`src/rtl/flex_buffer_pkg.sv`:
```
// Shared width helpers and handshake typedef for the flex FIFO buffer.
package flex_buffer_pkg;

    typedef struct packed {
        logic valid;
        logic ready;
    } hs_t;

    function automatic int ptr_w(input int depth);
        return (depth > 1) ? $clog2(depth) : 1;
    endfunction

    function automatic int cnt_w(input int depth);
        return $clog2(depth + 1);
    endfunction

endpackage

```
`src/rtl/flex_wrap_counter.sv`:
```
// Pointer counter that wraps MAX -> 0 by explicit compare, so MAX+1 need not be a power of 2.
module flex_wrap_counter #(
    parameter int W   = 2,
    parameter int MAX = 3
) (
    input  logic         clk,
    input  logic         n_rst,
    input  logic         clear,
    input  logic         incr,
    output logic [W-1:0] value
);

    localparam logic [W-1:0] MAX_V = W'(MAX);

    always_ff @(posedge clk) begin
        if (!n_rst)
            value <= '0;
        else if (clear)
            value <= '0;
        else if (incr)
            value <= (value == MAX_V) ? '0 : value + 1'b1;
    end

endmodule

```
`src/rtl/flex_fifo_buffer.sv`:
```
// DEPTH-entry show-ahead FIFO with valid/ready on both sides, occupancy count,
// almost-full flag, synchronous flush and sticky overflow/underflow flags.
module flex_fifo_buffer
    import flex_buffer_pkg::*;
#(
    parameter int NUM_BITS  = 32,
    parameter int DEPTH     = 4,
    parameter int AF_THRESH = 3
) (
    input  logic                        clk,
    input  logic                        n_rst,
    input  logic                        flush,
    input  logic                        in_valid,
    output logic                        in_ready,
    input  logic [NUM_BITS-1:0]         input_data,
    output logic                        out_valid,
    input  logic                        out_ready,
    output logic [NUM_BITS-1:0]         output_data,
    output logic [cnt_w(DEPTH)-1:0]     count,
    output logic                        almost_full,
    output logic                        overflow,
    output logic                        underflow
);

    localparam int PW = ptr_w(DEPTH);
    localparam int CW = cnt_w(DEPTH);

    logic [NUM_BITS-1:0] mem [DEPTH];
    logic [PW-1:0]       wr_ptr, rd_ptr;
    logic                full, empty, push, pop;
    hs_t                 in_hs, out_hs;

    assign full  = (count == CW'(DEPTH));
    assign empty = (count == '0);

    // Readiness comes from state alone; a pop cannot free a slot for a same-cycle push.
    assign in_ready  = !full;
    assign out_valid = !empty;

    assign in_hs  = '{valid: in_valid,  ready: in_ready};
    assign out_hs = '{valid: out_valid, ready: out_ready};

    assign push = in_hs.valid  & in_hs.ready  & !flush;
    assign pop  = out_hs.valid & out_hs.ready & !flush;

    flex_wrap_counter #(.W(PW), .MAX(DEPTH-1)) u_wr_ptr (
        .clk   (clk),
        .n_rst (n_rst),
        .clear (flush),
        .incr  (push),
        .value (wr_ptr)
    );

    flex_wrap_counter #(.W(PW), .MAX(DEPTH-1)) u_rd_ptr (
        .clk   (clk),
        .n_rst (n_rst),
        .clear (flush),
        .incr  (pop),
        .value (rd_ptr)
    );

    // Storage is deliberately left out of reset; count/pointers define validity.
    always_ff @(posedge clk) begin
        if (push)
            mem[wr_ptr] <= input_data;
    end

    always_ff @(posedge clk) begin
        if (!n_rst) begin
            count     <= '0;
            overflow  <= 1'b0;
            underflow <= 1'b0;
        end else if (flush) begin
            count     <= '0;
            overflow  <= 1'b0;
            underflow <= 1'b0;
        end else begin
            if (push && !pop)
                count <= count + 1'b1;
            else if (pop && !push)
                count <= count - 1'b1;
            if (in_valid && full)
                overflow <= 1'b1;
            if (out_ready && empty)
                underflow <= 1'b1;
        end
    end

    assign almost_full = (count >= CW'(AF_THRESH));
    assign output_data = empty ? '0 : mem[rd_ptr];

endmodule

```
`config.mk`:
```
export PLATFORM = sky130hd
export DESIGN_NAME = flex_fifo_buffer
export DESIGN_NICKNAME = d
export VERILOG_FILES = /design/src/rtl/flex_buffer_pkg.sv /design/src/rtl/flex_wrap_counter.sv /design/src/rtl/flex_fifo_buffer.sv
export SDC_FILE = /design/constraint.sdc
export NUM_CORES = 1
export LEC_CHECK = 0
export ABC_AREA = 1
export CAP_MARGIN = 20
export CELL_PAD_IN_SITES_DETAIL_PLACEMENT = 0
export CELL_PAD_IN_SITES_GLOBAL_PLACEMENT = 1
export CORE_ASPECT_RATIO = 1.4
export CORE_MARGIN = 3
export CORE_UTILIZATION = 47
export DETAILED_ROUTE_END_ITERATION = 8
export PLACE_DENSITY_LB_ADDON = 0.25
export REMOVE_ABC_BUFFERS = 1
export SYNTH_ARGS = -nofsm -noshare
export SYNTH_HDL_FRONTEND = slang
export SYNTH_SLANG_ARGS = --single-unit
```
`constraint.sdc`:
```
create_clock -name clk -period 7.4 [get_ports clk]
set_input_delay 1.85 -clock clk [delete_from_list [all_inputs] [get_ports clk]]
set_output_delay 1.85 -clock clk [all_outputs]
set_load 0.05 [all_outputs]
```
==> metrics.csv, run 1 <==
stage;metric;value;unit
critical_path;crit_type;reg2out;
route;drt-total-wl;11020;um
route;via_per_inst;5.007;
sta;drv_slew;0;
clock_network;postCtsHoldBufs;0;
yosys;yosysWarnings;0;
finish;nets;616;
pwr;p_clk_share;42.6;%
worst_hold_path;hold_path_class;reg2reg;
clock_network;cts-root-buf;clkbuf_16;
critical_path;worstPathMaxFanout;64;
yosys;yosysSeqAreaShare;72.10;%
yosys;synth_seq_cells;139;
pwr;p_switching;426.0;uW
yosys;synth.area.top_cells;edfxtp_1 (68%), nand2_1 (9.5%), nor2_1 (5.5%);
sta;fin_crit_sh;61.37;%
critical_path;cp_data_arrival_time;2.69;ns
finish;fillers;917;
global_route;antenna_found_initial;0;
critical_path;cp-end-kind;output pin;
sta;setup_viol;0;
placement;dpl_cell_area;6472;um2
clock_network;cts_tree;done;
finish;drive_gt1_share;7.350;%
sta;grt_setup_unrepaired;no;
pwr;swShare;23.02;%
clock_network;h-tree-depth;4;
sta;finalSetupTns;0;ns
finish;utilization;62.09;%
yosys;yosysTopAreaCellShare;68.19;%
yosys;syn_area;5637;um2
yosys;syn_inst;492;
pwr;seqPwrFrac;47.4;%
global_route;grt-ovfl-total;0;
critical_path;rr_worst_depth;4;
critical_path;crit_cells;6;
sta;period_needed;4.541;ns
pwr;p_leak;2.653;nW
sta;hold_ws;0.4692;ns
route;initialDrtViolationCount;228;
critical_path;max_stage_delay;0.84;ns
floorplan;start_util;48.97;%
pwr;p_int;1.425;mW
sta;layout_setup_ws;2.859;ns
outcome;status;complete, no violations;
floorplan;die_h;135.6;um
route;routedWlPerCell;15.12;um
clock_network;cts-resized-gates;0;
placement;preCtsSetupSlack;3.073;ns
critical_path;cp_slowest_cell;clkdlybuf4s50_1;
yosys;synth_area_per_cell;11.46;um2
critical_path;reg2reg_from;count[0];
clock_network;cts_buffer_depth;2;
pwr;combPwrFrac;9.9;%
critical_path;crit_top_cell;nor2_1;
finish;final_area;7147;um2
global_route;grtUsageTotal;17.30;%
finish;area_delta_synth_final;26.79;%
clock_network;clkTransAtPathRegs;0.06;ns
pwr;power_per_cell_area;259.0;nW/um2
sta;clock_skew;0.01163;ns
route;ant_nets;0;
global_route;grt_pass1_vias;3651;
critical_path;rrSetupSlack;5.10;ns
global_route;grt_max_degree;65;
placement;gp_congestion;0.7339;
clock_network;clk_latency;0.41;ns
sta;tightest_slew;1.063;ns
job;cap_violations;0;
route;firstDrtPassIters;4;
critical_path;critPathBufInv;2;
critical_path;crit_required;5.55;ns
critical_path;path_delay_family;buffers and inverters;
pwr;ir_drop;0.1684;mV
floorplan;num_rows;46;
floorplan;die-area;13360;um2
sta;max_clock_freq;220.2;MHz
critical_path;crit_chain;buf_4 -> nor2_1 -> nor2_1 -> o21ai_1 -> a21oi_1 -> clkdlybuf4s50_1;
route;drc;0;
global_route;grt_pass1_wl;17750;um
critical_path;start_kind;flop;
clock_network;clock_sinks;139;
clock_network;numCtsBuffers;17;
critical_path;timing.rr.end;mem[1][0];
placement;dpl.hpwl;5900;um
yosys;synth.largest_area_cell;edfxtp_1;
sta;finalHoldViolCount;0;
finish;antenna_cells;0;
clock_network;cts_setup_buffers;0;
placement;portBuffers;76;
yosys;yosysUniqueCellTypes;21;
critical_path;endpoint;output_data[17];
floorplan;core;11510;um2
floorplan;io_pins;77;
floorplan;die_w;98.56;um
sta;max-slew-margin-rel;28.97;%
route;num_vias;3650;
[cells in the final DEF (no fill, tap or decap), drive strengths merged, types with 8 or more instances in the layout]
cell type,count
edfxtp,128
a21oi,36
nand2,144
clkbuf,18
clkinv,8
clkdlybuf4s50,76
nor2,83
o21ai,34
inv,20
dfxtp,11
[synth_stat cells]
cell type	count
fa_1	1
clkbuf_2	1
buf_2	3
buf_6	7
nand3b_1	2
dfxtp_1	11
nand2_2	1
o21ai_1	28
o21ai_0	6
nand2_1	143
clkbuf_1	8
nand4_1	1
nor2_1	83
ha_1	6
a21oi_1	36
buf_4	3
inv_2	2
edfxtp_1	128
nand3_1	2
o21a_1	2
inv_1	18
[logic make-up (layout without fill, tap and decap cells)]
kind of cell    Yosys count  after routing  synth area share (%)
flops                   139            139                 72.10
fa+ha+maj                 7              7                 1.687
simple gates            232            232                 15.72
compound gates           72             72                 6.482
buf+inv                  42            135                 4.018
[layer usage]
metal | up-vias | track usage [%] | routed length, um | share of wire (%)
li1 | 1827 | - | - | -
met1 | 1739 | 19.43 | 4512 | 41
met2 | 68 | 30.74 | 5760 | 52
met3 | 16 | 4.843 | 568 | 5.2
met4 | 0 | 7.289 | 180 | 1.6
met5 | - | 0 | 0 | 0
[per-stage QoR]
stage | std cells | power [mW]
5_1_grt | 729 | 1.913
4_1_cts | 724 | 1.862
6_report | 729 | 1.851
3_5_place_dp | 692 | 1.076
2_1_floorplan | 470 | 0.9983
3_3_place_gp | 692 | 1.074
[worst min-delay path by stage]
stage,from,end,slack [ns],cells after the start
2_1_floorplan,u_rd_ptr.value[1],flop,0.48,2
3_3_place_gp,underflow,underflow,0.45,1
3_5_place_dp,overflow,overflow,0.46,1
4_1_cts,overflow,overflow,0.48,1
5_1_grt,overflow,overflow,0.51,1
6_report,overflow,overflow,0.47,1
[power groups by stage]
stage / sequential [mW] / clock [mW] / combinational (mW)
2_1_floorplan: 0.900 / 0 / 0.0987
3_3_place_gp: 0.894 / 0 / 0.180
3_5_place_dp: 0.894 / 0 / 0.182
4_1_cts: 0.878 / 0.801 / 0.183
5_1_grt: 0.879 / 0.837 / 0.197
6_report: 0.878 / 0.789 / 0.184
[state kept, by name, summed over array words and instances (netlist names), named ones only]
signal          flops
mem               128
count               3
u_rd_ptr.value      2
u_wr_ptr.value      2
overflow            1
underflow           1
[final cells by class]
type / count / area, um2 / area share, %
Tap cell: 144 / 180.2 / 2.521
Multi-Input combinational cell: 311 / 1376 / 19.26
Sequential cell: 139 / 4065 / 56.88
Clock inverter: 14 / 130.1 / 1.821
Clock buffer: 18 / 429.2 / 6.005
Timing Repair Buffer: 83 / 890.9 / 12.46
Inverter: 20 / 75.07 / 1.050
No activity file was read; power rests on OpenSTA's default activity.
==> run 2: changes to the inputs <==
--- a/config.mk
+++ b/config.mk
@@ -11,7 +11,7 @@
 export CELL_PAD_IN_SITES_GLOBAL_PLACEMENT = 1
 export CORE_ASPECT_RATIO = 1.4
 export CORE_MARGIN = 3
-export CORE_UTILIZATION = 47
+export CORE_UTILIZATION = 43
 export DETAILED_ROUTE_END_ITERATION = 8
 export PLACE_DENSITY_LB_ADDON = 0.25
 export REMOVE_ABC_BUFFERS = 1
==> constraint.sdc (replaced) <==
create_clock -name clk -period 4.3 [get_ports clk]
set_input_delay 1.075 -clock clk [delete_from_list [all_inputs] [get_ports clk]]
set_output_delay 1.075 -clock clk [all_outputs]
set_load 0.05 [all_outputs]
==> run 2 against run 1 <==
Non-clock buffer count up 2; clock power up 89%; combinational power up 70%; global-route usage down 1.2 points; final cell count up 1.1%; routed wire length down 0.51%; largest power group unchanged.
==> metrics.csv, run 2 (synthesis results as in run 1) <==
stage;metric;value;unit;change
outcome;status;complete, no violations;;
critical_path;crit_required;3.22;ns;-2.33 ns
global_route;grt_pass1_vias;3633;;-0.49%
pwr;p_leak;2.681;nW;+1.1%
clock_network;clock_sinks;139;;unchanged
global_route;antenna_found_initial;0;;unchanged
floorplan;die_w;102.8;um;+4.3%
clock_network;cts_setup_buffers;0;;unchanged
sta;finalHoldViolCount;0;;unchanged
worst_hold_path;hold_path_class;reg2reg;;
finish;regMostFlops;mem;;
job;cap_violations;0;;unchanged
clock_network;clk_latency;0.40;ns;about the same
critical_path;timing.rr.end;count[1];;
clock_network;cts-root-buf;clkbuf_16;;
clock_network;cts-resized-gates;0;;unchanged
route;routedWlPerCell;14.88;um;-1.6%
finish;antenna_cells;0;;unchanged
sta;max_clock_freq;263.1;MHz;
global_route;grt_max_degree;65;;unchanged
sta;grt_setup_unrepaired;no;;
critical_path;rr_worst_depth;9;;+5
floorplan;start_util;44.91;%;-4.1 points
route;via_per_inst;4.962;;-0.90%
route;firstDrtPassIters;6;;+2
finish;reg_top3;mem x128, count x3;;
sta;drv_slew;0;;unchanged
finish;area_delta_synth_final;27.06;%;
placement;portBuffers;76;;unchanged
pwr;power_per_cell_area;462.1;nW/um2;+78%
finish;largest_reg_flops;128;;unchanged
route;initialDrtViolationCount;171;;-25%
sta;fin_crit_sh;88.39;%;
finish;final_cell_mix;nand2_1 (143), edfxtp_1 (128), nor2_1 (79);;
critical_path;crit_type;reg2out;;
floorplan;die_h;141.5;um;+4.3%
finish;nets;618;;+0.32%
sta;tightest_slew;0.7808;ns;-0.2821 ns
clock_network;h-tree-depth;4;;unchanged
global_route;grtUsageTotal;16.09;%;-1.2 points
global_route;grt-ovfl-total;0;;unchanged
sta;period_needed;3.801;ns;
sta;setup_viol;0;;unchanged
critical_path;cp_data_arrival_time;2.73;ns;+0.04 ns
clock_network;postCtsHoldBufs;0;;unchanged
critical_path;worstPathMaxFanout;45;;-30%
pwr;power;3.310;mW;+79%
floorplan;io_pins;77;;unchanged
critical_path;cp-end-kind;output pin;;
route;ant_nets;0;;unchanged
finish;drive_gt1_share;8.007;%;+0.66 points
floorplan;die-area;14540;um2;+8.8%
placement;gp_congestion;0.6973;;-5.0%
floorplan;num_rows;48;;+4.3%
clock_network;clkTransAtPathRegs;0.06;ns;about the same
critical_path;rrSetupSlack;2.04;ns;-3.06 ns
floorplan;core;12550;um2;+9.0%
pwr;ir_drop;0.3527;mV;+110%
route;num_vias;3657;;+0.19%
route;drt-total-wl;10970;um;-0.51%
clock_network;cts_buffer_depth;2;;unchanged
clock_network;cts_tree;done;;
global_route;grt_pass1_wl;17460;um;-1.6%
sta;finalSetupTns;0;ns;unchanged
sta;clock_skew;0.007891;ns;-0.003734 ns
finish;final_common_cell;nand2_1;;
placement;dpl.hpwl;6319;um;+7.1%
sta;max-slew-margin-rel;47.87;%;+19 points
clock_network;numCtsBuffers;17;;unchanged
route;drc;0;;unchanged
critical_path;endpoint;output_data[19];;
critical_path;reg2reg_from;count[0];;
critical_path;start_kind;flop;;
[run 2: layout make-up]
cell class,count,area (um2)
Clock buffer,19,442.9
Fill cell,1033,5390
Tap cell,150,187.7
Sequential cell,139,4065
Multi-Input combinational cell,311,1376
Timing Repair Buffer,85,840.8
Clock inverter,13,173.9
Inverter,20,75.07
[run 2: layer usage]
layer	global-route usage [%]	wire, um	vias up	part of all wire (%)
li1	-	-	1828	-
met3	5.755	645	10	5.9
met2	27.67	5759	83	53
met4	5.321	106	0	0.97
met5	0	0	-	0
met1	18.46	4453	1736	41
[run 2: how the worst min path moves through the flow]
stage	startpoint	endpoint	depth (start not counted)
floorplan	u_rd_ptr.value[1]	flop	2
global placement	underflow	underflow	1
detailed placement	overflow	overflow	1
CTS	overflow	overflow	1
global route	overflow	overflow	1
finish	overflow	overflow	1
[run 2: per-stage QoR]
step           worst slack, ns  utilization (%)  cell area (um2)  hold slack [ns]  instances
3_3_place_gp            0.9209            52.14             6545           0.4516        705
6_report                0.4994            57.06             7162           0.4700        737
5_1_grt                 0.2745            57.06             7162           0.4990        737
3_5_place_dp            0.9149            52.14             6545           0.4563        705
4_1_cts                 0.4536            57.06             7162           0.4731        737
2_1_floorplan           0.6166                -             5485           0.4827        470
[run 2: worst max-delay path, cell delays in order, from the launching register on]
cell             delay [ns]
dfxtp_1                0.30
inv_2                  0.56
buf_4                  0.38
nand2_1                0.08
a21oi_1                0.15
clkdlybuf4s50_1        0.84
[run 2: report_power, final]
group | leakage (nW) | internal [mW] | switching, mW
sequential | 1.25 | 1.50 | 0.00780
combinational | 1.13 | 0.107 | 0.206
clock | 0.304 | 0.979 | 0.506
total | 2.68 | 2.59 | 0.720
==> run 3: changes to the inputs <==
--- a/config.mk
+++ b/config.mk
@@ -18,3 +18,4 @@
 export SYNTH_ARGS = -nofsm -noshare
 export SYNTH_HDL_FRONTEND = slang
 export SYNTH_SLANG_ARGS = --single-unit
+export TNS_END_PERCENT = 100
==> constraint.sdc (replaced) <==
create_clock -name clk -period 4.3 [get_ports clk]
set_input_delay 0.86 -clock clk [delete_from_list [all_inputs] [get_ports clk]]
set_output_delay 0.86 -clock clk [all_outputs]
set_load 0.05 [all_outputs]
==> run 3 against run 2 <==
Sequential share of layout area rose by 0.32 points; combinational power hardly changed; final cell count increased by 0.14%; sequential cell count unchanged; via count is 0.30% lower; register-to-register slack about the same; critical endpoint is now output_data[18]; routed wire length down 1.0%; power decreased by 2.8%; fmax up 1.2%; first-iteration DRC count up 1.8%; worst hold slack worse by 0.00062 ns; clock skew is 0.0021 ns higher.
==> metrics.csv, run 3 (synthesis results as in run 1) <==
stage;metric;value;unit;change
route;num_vias;3646;;-0.30%
critical_path;rr_worst_depth;9;;unchanged
pwr;power;3.216;mW;-2.8%
finish;drive_gt1_share;7.653;%;-0.35 points
clock_network;h-tree-depth;4;;unchanged
placement;gp_congestion;0.7667;;+10%
critical_path;worstPathMaxFanout;44;;-2.2%
worst_hold_path;hold_depth;1;;unchanged
placement;dpl.hpwl;6570;um;+4.0%
clock_network;numCtsBuffers;17;;unchanged
critical_path;max_stage_delay;0.84;ns;about the same
worst_hold_path;hold_path_class;reg2reg;;
pwr;p_leak;2.655;nW;-0.98%
sta;grt_setup_unrepaired;no;;
critical_path;crit_type;reg2out;;
pwr;ir_drop;0.2664;mV;-24%
finish;final_area;7122;um2;-0.56%
route;via_per_inst;4.940;;-0.44%
floorplan;core;12550;um2;unchanged
floorplan;num_rows;48;;unchanged
finish;largest_reg_flops;128;;unchanged
clock_network;cts_buffer_depth;2;;unchanged
finish;area_delta_synth_final;26.35;%;
global_route;grt_pass1_wl;17640;um;+1.0%
worst_hold_path;worstHoldEndpoint;overflow;;
route;ant_nets;0;;unchanged
job;cap_violations;0;;unchanged
route;initialDrtViolationCount;174;;+1.8%
clock_network;cts_tree;done;;
floorplan;die_w;102.8;um;unchanged
finish;reg_top3;mem x128, count x3;;
clock_network;postCtsHoldBufs;0;;unchanged
finish;final_common_cell;nand2_1;;
clock_network;cts_setup_buffers;0;;unchanged
placement;dpl_cell_area;6540;um2;about the same
critical_path;crit_cells;6;;+1
route;drc;0;;unchanged
critical_path;timing.rr.end;count[1];;
global_route;grtUsageTotal;16.25;%;+0.16 points
global_route;grt-ovfl-total;0;;unchanged
route;routedWlPerCell;14.70;um;-1.2%
finish;final_cell_mix;nand2_1 (143), edfxtp_1 (128), nor2_1 (79);;
critical_path;rrSetupSlack;2.04;ns;about the same
critical_path;crit_top_cell;nor2_1;;
finish;antenna_cells;0;;unchanged
critical_path;start_kind;flop;;
clock_network;cts-resized-gates;0;;unchanged
finish;nets;619;;+0.16%
critical_path;critPathBufInv;2;;-1
critical_path;cp_data_arrival_time;2.90;ns;+0.17 ns
global_route;grt_max_degree;45;;-31%
critical_path;cp_slowest_cell;clkdlybuf4s50_1;;
critical_path;path_delay_family;buffers and inverters;;
sta;finalHoldViolCount;0;;unchanged
sta;setup_viol;0;;unchanged
sta;tightest_slew;0.8276;ns;+0.04679 ns
route;drt-total-wl;10850;um;-1.0%
sta;max_clock_freq;266.3;MHz;+1.2%
sta;drv_slew;0;;unchanged
floorplan;die-area;14540;um2;unchanged
sta;period_needed;3.755;ns;-0.04555 ns
route;firstDrtPassIters;4;;-2
floorplan;die_h;141.5;um;unchanged
clock_network;clock_sinks;139;;unchanged
global_route;grt_pass1_vias;3568;;-1.8%
sta;fin_crit_sh;87.33;%;-1.1 points
critical_path;crit_chain;buf_4 -> nor2_1 -> nor2_1 -> o21ai_1 -> a21oi_1 -> clkdlybuf4s50_1;;
finish;regMostFlops;mem;;
pwr;power_per_cell_area;451.5;nW/um2;-2.3%
sta;hold_ws;0.4694;ns;-0.0006200 ns
clock_network;cts-root-buf;clkbuf_16;;
floorplan;io_pins;77;;unchanged
sta;finalSetupTns;0;ns;unchanged
global_route;antenna_found_initial;0;;unchanged
critical_path;cp-end-kind;output pin;;
clock_network;clkTransAtPathRegs;0.05;ns;about the same
outcome;status;complete, no violations;;
floorplan;start_util;44.91;%;unchanged
critical_path;reg2reg_from;count[0];;
worst_hold_path;hp-start;overflow;;
sta;max-slew-margin-rel;44.76;%;-3.1 points
clock_network;clk_latency;0.41;ns;about the same
placement;portBuffers;76;;unchanged
sta;clock_skew;0.009963;ns;+0.002072 ns
critical_path;crit_required;3.44;ns;+0.22 ns
[run 3: worst max-delay path by stage]
stage / from / end / slack [ns]
2_1_floorplan: flop / output_data[0] / 0.83
3_3_place_gp: count[0] / output_data[19] / 0.99
3_5_place_dp: flop / output_data[18] / 0.94
4_1_cts: flop / output_data[18] / 0.46
5_1_grt: flop / output_data[18] / 0.32
6_report: flop / output_data[18] / 0.54
[run 3: cell type report]
cell class | instances | area [um2]
inverters | 20 | 75.07
multi-input cells | 311 | 1376
flip-flops and latches | 139 | 4065
clock inverters | 14 | 152.6
repair buffers | 86 | 835.8
clock buffers | 18 | 429.2
fillers | 1026 | 5430
well taps | 150 | 187.7
[run 3: worst register-to-register path, delay by kind of cell (launching register included)]
kind,cells,cell delay [ns]
AO/OA/AOI/OAI,1,0.16
adder cells (fa/ha/maj),2,0.64
buffers and inverters,2,0.19
flip-flops,1,0.36
AND/OR/NAND/NOR,4,0.81
[run 3: per-stage QoR]
| step | setup WS, ns | std cells | util (%) |
|---|---|---|---|
| 6_report | 0.5449 | 738 | 56.74 |
| 5_1_grt | 0.3185 | 738 | 56.74 |
| 4_1_cts | 0.4582 | 738 | 56.74 |
| 3_5_place_dp | 0.9394 | 706 | 52.10 |
| 3_3_place_gp | 0.9861 | 706 | 52.10 |
| 2_1_floorplan | 0.8316 | 470 | - |
[run 3: power breakdown]
part / switching, mW / total (mW) / internal (mW) / leakage [nW]
registers: 0.00880 / 1.51 / 1.50 / 1.25
clock network: 0.492 / 1.39 / 0.901 / 0.280
logic: 0.205 / 0.310 / 0.105 / 1.12
[run 3: routing by layer]
layer	GRT usage [%]	vias to the layer above	wire length, um
met4	6.480	0	84
met3	4.919	4	766
met2	28.32	95	5826
met1	18.34	1722	4172
met5	0	-	0
li1	-	1825	-
